File: src/rtl/csa_seq_pkg.sv
// Shared types and constants for the serial carry-select adder scheduler.
// No logic and no latency; backpressure is handled by the modules that import this package.
package csa_seq_pkg;

    typedef enum logic [1:0] {
        IDLE = 2'd0,
        ADD  = 2'd1,
        DONE = 2'd2
    } state_e;

    localparam int   NIBBLE_W = 4;
    localparam logic REQ0     = 1'b0;
    localparam logic REQ1     = 1'b1;

endpackage

File: src/rtl/carry_select_adder_13.sv
// 4-bit carry-select adder slice: purely combinational, with zero-cycle latency and no backpressure.
// Both carry-in cases are precomputed, and the real carry-in picks one of them at the end.
module carry_select_adder_13 (
    input  logic [3:0] a,
    input  logic [3:0] b,
    input  logic       cin,
    output logic [3:0] sum,
    output logic       cout
);

    logic [4:0] res_c0;
    logic [4:0] res_c1;

    assign res_c0 = {1'b0, a} + {1'b0, b};
    assign res_c1 = {1'b0, a} + {1'b0, b} + 5'd1;

    assign {cout, sum} = cin ? res_c1 : res_c0;

endmodule

File: src/rtl/csa_seq_scheduler.sv
// Round-robin shares one 4-bit adder slice between two requesters and adds W-bit operands one nibble per cycle.
// Latency is NIBBLES+1 cycles from accept to rsp_valid; while rsp_ready is low, rsp_* hold and no request is accepted.
module csa_seq_scheduler
    import csa_seq_pkg::*;
#(
    parameter int NIBBLES = 4
) (
    input  logic                      clk,
    input  logic                      rst,
    input  logic                      req0_valid,
    output logic                      req0_ready,
    input  logic [NIBBLE_W*NIBBLES-1:0] req0_a,
    input  logic [NIBBLE_W*NIBBLES-1:0] req0_b,
    input  logic                      req0_cin,
    input  logic                      req1_valid,
    output logic                      req1_ready,
    input  logic [NIBBLE_W*NIBBLES-1:0] req1_a,
    input  logic [NIBBLE_W*NIBBLES-1:0] req1_b,
    input  logic                      req1_cin,
    output logic                      rsp_valid,
    input  logic                      rsp_ready,
    output logic                      rsp_id,
    output logic [NIBBLE_W*NIBBLES-1:0] rsp_sum,
    output logic                      rsp_cout
);

    localparam int W  = NIBBLE_W * NIBBLES;
    localparam int KW = (NIBBLES > 1) ? $clog2(NIBBLES) : 1;
    localparam logic [KW-1:0] K_LAST = KW'(NIBBLES - 1);

    state_e          state_q, state_d;
    logic [W-1:0]    a_q, a_d;
    logic [W-1:0]    b_q, b_d;
    logic [W-1:0]    sum_q, sum_d;
    logic            carry_q, carry_d;
    logic [KW-1:0]   k_q, k_d;
    logic            id_q, id_d;
    logic            prio_q, prio_d;

    logic            grant_vld;
    logic            grant_id;
    logic [NIBBLE_W-1:0] slice_a, slice_b, slice_sum;
    logic            slice_cout;

    // prio_q names the requester that wins a tie; it flips away from whichever requester was just granted.
    always_comb begin
        grant_vld = req0_valid | req1_valid;
        grant_id  = REQ0;
        if (req0_valid && req1_valid) begin
            grant_id = prio_q;
        end else if (req1_valid) begin
            grant_id = REQ1;
        end
    end

    assign req0_ready = ~rst && (state_q == IDLE) && grant_vld && (grant_id == REQ0);
    assign req1_ready = ~rst && (state_q == IDLE) && grant_vld && (grant_id == REQ1);

    assign slice_a = a_q[int'(k_q)*NIBBLE_W +: NIBBLE_W];
    assign slice_b = b_q[int'(k_q)*NIBBLE_W +: NIBBLE_W];

    carry_select_adder_13 u_slice (
        .a    (slice_a),
        .b    (slice_b),
        .cin  (carry_q),
        .sum  (slice_sum),
        .cout (slice_cout)
    );

    always_comb begin
        state_d = state_q;
        a_d     = a_q;
        b_d     = b_q;
        sum_d   = sum_q;
        carry_d = carry_q;
        k_d     = k_q;
        id_d    = id_q;
        prio_d  = prio_q;
        case (state_q)
            IDLE: begin
                if (grant_vld) begin
                    a_d     = (grant_id == REQ1) ? req1_a : req0_a;
                    b_d     = (grant_id == REQ1) ? req1_b : req0_b;
                    carry_d = (grant_id == REQ1) ? req1_cin : req0_cin;
                    id_d    = grant_id;
                    prio_d  = ~grant_id;
                    k_d     = '0;
                    state_d = ADD;
                end
            end
            ADD: begin
                sum_d[int'(k_q)*NIBBLE_W +: NIBBLE_W] = slice_sum;
                carry_d = slice_cout;
                if (k_q == K_LAST) begin
                    k_d     = '0;
                    state_d = DONE;
                end else begin
                    k_d = k_q + 1'b1;
                end
            end
            DONE: begin
                if (rsp_ready) begin
                    state_d = IDLE;
                end
            end
            default: state_d = IDLE;
        endcase
    end

    always_ff @(posedge clk or posedge rst) begin
        if (rst) begin
            state_q <= IDLE;
            a_q     <= '0;
            b_q     <= '0;
            sum_q   <= '0;
            carry_q <= 1'b0;
            k_q     <= '0;
            id_q    <= REQ0;
            prio_q  <= REQ0;
        end else begin
            state_q <= state_d;
            a_q     <= a_d;
            b_q     <= b_d;
            sum_q   <= sum_d;
            carry_q <= carry_d;
            k_q     <= k_d;
            id_q    <= id_d;
            prio_q  <= prio_d;
        end
    end

    // After the last nibble, carry_q holds the MSB carry-out; it stays frozen while DONE waits for rsp_ready.
    assign rsp_valid = (state_q == DONE);
    assign rsp_sum   = sum_q;
    assign rsp_cout  = carry_q;
    assign rsp_id    = id_q;

endmodule

File: config.mk
export PLATFORM = sky130hd
export DESIGN_NAME = csa_seq_scheduler
export DESIGN_NICKNAME = d
export VERILOG_FILES = /design/src/rtl/csa_seq_pkg.sv /design/src/rtl/carry_select_adder_13.sv /design/src/rtl/csa_seq_scheduler.sv
export SDC_FILE = /design/constraint.sdc
export NUM_CORES = 1
export LEC_CHECK = 0
export BUFFER_PORTS_ARGS = -buffer_cell sky130_fd_sc_hd__buf_2
export CAP_MARGIN = 10
export CORE_UTILIZATION = 55
export DETAILED_ROUTE_END_ITERATION = 10
export PLACE_DENSITY = 0.88
export REMOVE_ABC_BUFFERS = 1
export SLEW_MARGIN = 15
export SYNTH_ARGS = -nofsm -noshare
export SYNTH_HDL_FRONTEND = slang
export SYNTH_HIERARCHICAL = 1
export SYNTH_SLANG_ARGS = --single-unit
File: constraint.sdc
create_clock -name clk -period 5.7 [get_ports clk]
set_input_delay 0.285 -clock clk [delete_from_list [all_inputs] [get_ports clk]]
set_output_delay 0.285 -clock clk [all_outputs]
set_load 0.005 [all_outputs]
==> metrics, run 1 <==
reg2reg start k_q[0]; Post-Layout Cell Count 406; # clock sinks 55; layout cells sized above 1 34.23%; grt met1 use 36.98%; number of global-route vias before repair 2222; detailed placement HPWL 4.698 mm; Pwr Total 2.233 mW; commonest cells in the netlist 55 x dfrtp_1, 32 x a221o_1, 27 x a21boi_0; Nets 418; top-area cell type share of the netlist area 46.20%; synthesized area 2979 µm²; Max Clk Rate 285.1 MHz; drt drc 0; WP data required 5940 ps; final critical-path setup slack 2192 ps; Max Root-Sink Buffers 2; Top FF cell, synth dfrtp_1; Synth Instances 253; Period minus WS final 3508 ps; CP startpoint k_q[0]; Die Width 75.60 µm; Die Height 75.60 µm; Worst Path Arrival 3740 ps; Hold WC Path Type in -> async; total track usage 25.70%; die area 5715 µm²; final WL 6.730 mm; status complete, no violations; asr flop ratio synth 100.0%; Least-Margin Pin Slew 984.2 ps; Post-DRT Antenna Nets 0; CP Launch Type flop; largest net degree at the start of global routing 38; Worst VDD drop 350.6 µV; Max H-tree Level 2; Unique masters post-synth 45; total grt overflow 0; TritonRoute pass-1 iters 4; CTS Buf Count 5; CP Cell Sequence mux4_2 > ha_1 > inv_1 > fa_1 > inv_1 > ha_1 > nand2_1 > or4_1 > a2bb2oi_1 > nand3_1 > o211ai_1 > a31oi_1; post-place setup slack 2240 ps; Final Wtd Congestion 0.8179; core area 5172 µm²; Worst-Skew Late Latency 310 ps; CTS tree built; synthesized flop and latch total 55; slowest CP cell dfrtp_1; Starting DRT DRC Count 122; setup violators final 0; Fin. Hold Viols 0; ant diodes 0; RSZ-0062 raised after global routing false; worst setup path class reg -> reg; slowest stage delay, CP 820 ps; Starting Density 57.60%; Avg Inst Size Synth 11.78 µm²; GR Util met3 4.894%; Area Overhead vs Synth 19.36%; Via Count 2401; Crit Reg-Reg Endpoint rsp_cout; CP endpoint kind flop; cell row count 26; met2 Resource Use GR 39.98%; GR peak layer met2; top-level I/O count 92; final core utilization 68.75%; first-pass GRT wire length 10.87 mm; Reg2Reg Depth 12; largest fanout on the critical path 17; TNS Setup 0 ps; Post-synth EDFFs 0; clock skew 9.198 ps; antenna violations before repair 0; Port Buf Inserts 91; WL/cell 16.58 µm; Max Cap Viol 0; top-count cell post-synth dfrtp_1; Placed Area 3428 µm²; clk slew on worst S/H paths 100 ps; register area share after synthesis 46.20%; cell taking the most area after synthesis dfrtp_1; yosys warns 6; hold buffer count at cts 0; root buf cell clkbuf_8; Synth area leaders dfrtp_1 46%, a221o_1 11%, a21boi_0 6.8%; Slew Viols, Final 0; R2R Setup Slk 2190 ps; PwrDens 628.0 nW/µm²; final worst-path cycle share 61.55%; Slew Limit Headroom 34.38%; Placed Instances 398; Leakage 1.714 nW; post-CTS repair timing setup buffer count 0; Design Area, Final 3556 µm²; cts repair resizes 0; Via density 5.914; hold_ws 9.119 ps
==> where the power goes <==
group | leakage, nW | internal, mW | switching, mW
combinational | 0.949 | 0.570 | 0.682
clock | 0.0618 | 0.145 | 0.129
sequential | 0.703 | 0.564 | 0.143
total | 1.71 | 1.28 | 0.954
==> critical path: cells and delay by family (launching register included) <==
kind | cells | cell delay (ps)
DFF | 1 | 820
AOI/OAI and AO/OA | 3 | 370
muxes | 1 | 600
and+or+nand+nor | 3 | 660
buffers and inverters | 2 | 160
adders and majority gates | 3 | 820
==> cell families after synthesis <==
logic type	synth area share, %
AO/OA/AOI/OAI	27.30
XOR/XNOR	1.470
adder cells (fa/ha/maj)	5.292
buffers and inverters	4.536
flip-flops	46.20
multiplexers	6.048
AND/OR/NAND/NOR	9.156
==> worst max path at each step <==
stage	to	slack [ps]
3_5_place_dp	rsp_cout	2240
4_1_cts	req1_ready	2140
3_3_place_gp	rsp_cout	2360
5_1_grt	rsp_cout	1910
2_1_floorplan	rsp_cout	2550
6_report	rsp_cout	2190
==> placed cells by master (no fill, tap or decap), types with 3 or more instances in the layout <==
cell and instances:
buf_2 91, dfrtp_1 55, a221o_1 32, a21boi_0 27, nand2_1 20, ha_1 11
a22o_1 9, inv_1 8, mux4_2 8, o21ai_0 7, clkbuf_8 6, a21boi_1 5
o2bb2ai_1 4, and2_1 3, nand3b_1 3, nor2_1 3, xor2_1 3
==> state kept, by name (all words and copies together) (netlist names) <==
name / cells
a_q: 16
b_q: 16
k_q: 2
prio_q: 1
rsp_cout: 1
rsp_id: 1
rsp_sum: 16
state_q: 2
==> layout make-up <==
class | count | area [µm²]
Sequential cell | 55 | 1376
Inverter | 9 | 33.78
Timing Repair Buffer | 92 | 462.9
Clock buffer | 6 | 82.58
Clock inverter | 2 | 38.79
Fill cell | 398 | 1617
Tap cell | 70 | 87.58
Multi-Input combinational cell | 172 | 1474
==> per-layer routing <==
metal  up-vias  part of all wire [%]
li1       1146                     -
met1      1159                    45
met2        87                    48
met3         9                   4.9
met4         0                   1.4
met5         -                     0
(Power assumes the default switching activity.)
==> run 2: changes to the inputs <==
Settings changed: ABC_AREA set to 1, CORE_UTILIZATION 55 to 52, PLACE_DENSITY 0.88 to 0.83.
Clock period 5.7 ns to 3.3 ns, I/O delays scaled along.
==> metrics, run 2 <==
Worst VDD drop 501.2 µV (+43%); cell row count 27 (+3.8%); Slew Viols, Final 0 (unchanged); ant diodes 0 (unchanged); total grt overflow 0 (unchanged); final WL 6.947 mm (+3.2%); CTS tree built; layout cells sized above 1 24.24% (-10 points); Starting Density 54.82% (-2.8 points); Via density 5.215 (-12%); Max Clk Rate 354.5 MHz (+24%); first-pass GRT wire length 11.72 mm (+7.8%); post-CTS repair timing setup buffer count 0 (unchanged); Nets 573 (+37%); Post-DRT Antenna Nets 0 (unchanged); status complete, no violations; fillers 528 (+33%); Least-Margin Pin Slew 896.8 ps (-87.47 ps); final worst-path cycle share 85.49% (+24 points); commonest cells in the netlist 127 x nand2_1, 84 x nand3_1, 55 x dfrtp_1; largest fanout on the critical path 17 (unchanged); # clock sinks 55 (unchanged); Post-Layout Cell Count 563 (+39%); hold buffer count at cts 0 (unchanged); top-area cell type share of the netlist area 44.77% (-1.4 points); Avg Inst Size Synth 7.572 µm² (-36%); Placed Area 3551 µm² (+3.6%); synthesized area 3074 µm² (+3.2%); Max Cap Viol 0 (unchanged); number of global-route vias before repair 2702 (+22%); PwrDens 1078 nW/µm² (+72%); Die Width 78.89 µm (+4.4%); Post-synth EDFFs 0 (unchanged); worst setup path class reg -> reg; RSZ-0062 raised after global routing false; most frequent cells in the layout 127 x nand2_1, 91 x buf_2, 84 x nand3_1, 55 x dfrtp_1, 29 x nor2_1; cell taking the most area after synthesis dfrtp_1; Worst-Skew Late Latency 320 ps (about the same); Area Overhead vs Synth 19.21%; Slew Limit Headroom 40.15% (+5.8 points); root buf cell clkbuf_8; largest net degree at the start of global routing 56 (+47%); cts repair resizes 0 (unchanged); Synth area leaders dfrtp_1 45%, nand2_1 16%, nand3_1 14%; core area 5608 µm² (+8.4%); setup violators final 0 (unchanged); Leakage 2.007 nW (+17%); hold_ws 20.05 ps (+10.93 ps); total track usage 23.70% (-2.0 points); top-count cell post-synth nand2_1; TritonRoute pass-1 iters 6 (+2); top-level I/O count 92 (unchanged); Starting DRT DRC Count 147 (+20%); CTS Buf Count 5 (unchanged); Die Height 78.89 µm (+4.4%); Placed Instances 555 (+39%); drt drc 0 (unchanged); Max H-tree Level 2 (unchanged); Worst Path Arrival 3030 ps (-710 ps); WL/cell 12.34 µm (-26%); register area share after synthesis 44.77% (-1.4 points); yosys warns 6 (unchanged); Top FF cell, synth dfrtp_1; Max Root-Sink Buffers 2 (unchanged); clk slew on worst S/H paths 100 ps (about the same); Fin. Hold Viols 0 (unchanged); Final Wtd Congestion 0.8874 (+8.5%); synthesized flop and latch total 55 (unchanged); CP endpoint kind flop; Via Count 2936 (+22%); final core utilization 65.35% (-3.4 points); Design Area, Final 3665 µm² (+3.1%); Period minus WS final 2821 ps (-687.1 ps); TNS Setup 0 ps (unchanged); Hold WC Path Type in -> async; Port Buf Inserts 91 (unchanged); antenna violations before repair 0 (unchanged); Synth Instances 406 (+60%); WP data required 3510 ps (-2430 ps); asr flop ratio synth 100.0% (unchanged); clock skew 8.346 ps (-0.8512 ps); most common cell after layout, fill and taps aside nand2_1; detailed placement HPWL 5.041 mm (+7.3%); CP Launch Type flop; die area 6224 µm² (+8.9%); Unique masters post-synth 25 (-44%)
==> run 2: worst paths after layout <==
| kind | startpoint | endpoint | slack, ps | cells past startpoint |
|---|---|---|---|---|
| worst max-delay path | k_q[0] | rsp_sum[5] | 480 | 14 |
| worst min-delay path | rst | rsp_id | 20 | 2 |
| worst max register to register | k_q[0] | rsp_sum[5] | 480 | 14 |
| worst min register to register | rsp_sum[9] | rsp_sum[9] | 490 | 2 |
| max in group asynchronous | rst | b_q[13] | 2750 | 2 |
| min in group clk | rsp_ready | state_q[1] | 30 | 2 |
==> run 2: cell type report <==
| cell class | instances | area [µm²] | area share (%) |
|---|---|---|---|
| sequential | 55 | 1376 | 37.56 |
| tap | 72 | 90.09 | 2.458 |
| multi-input combinational | 306 | 1498 | 40.87 |
| clock inverter | 3 | 43.79 | 1.195 |
| timing repair buffer | 95 | 485.5 | 13.25 |
| inverter | 27 | 102.6 | 2.800 |
| clock buffer | 5 | 68.82 | 1.878 |
==> run 2: cells by family after synthesis <==
kind of cell             Yosys count  share of synthesized area, %
AO/OA/AOI/OAI                     38                         6.675
XOR/XNOR                           2                        0.5699
AND/OR/NAND/NOR                  254                         36.34
buffers and inverters             45                         6.512
adder cells (fa/ha/maj)           12                         5.128
flip-flops                        55                         44.77
==> run 2: report_power, final <==
group	switching, mW	internal [mW]
Combinational	1.49	0.836
Clock	0.223	0.226
Sequential	0.183	0.993
Total	1.90	2.06
==> run 2: layer usage <==
| metal | up-vias | routed length [µm] | global-route usage (%) |
|---|---|---|---|
| li1 | 1497 | - | - |
| met4 | 0 | 55 | 6.000 |
| met1 | 1333 | 3170 | 30.85 |
| met2 | 101 | 3368 | 40.96 |
| met5 | - | 0 | 0 |
| met3 | 5 | 353 | 4.138 |
==> run 2: through the flow <==
step           power, mW  worst slack (ps)
2_1_floorplan      2.858             494.1
3_5_place_dp       3.486             522.6
6_report           3.952             479.0
3_3_place_gp       3.395             676.7
4_1_cts            3.948             509.3
5_1_grt            4.340             249.8
==> run 2: worst max-delay path, stage by stage (launching register included) <==
cell and delay, ps:
dfrtp_1 390, inv_1 370, o21ai_0 170, o22ai_1 170
ha_1 200, inv_1 50, fa_1 510, inv_1 50
ha_1 280, nand2_1 60, o21ai_0 150, nand2_1 110
nor2_1 50, nand2_1 100, nand2_1 50
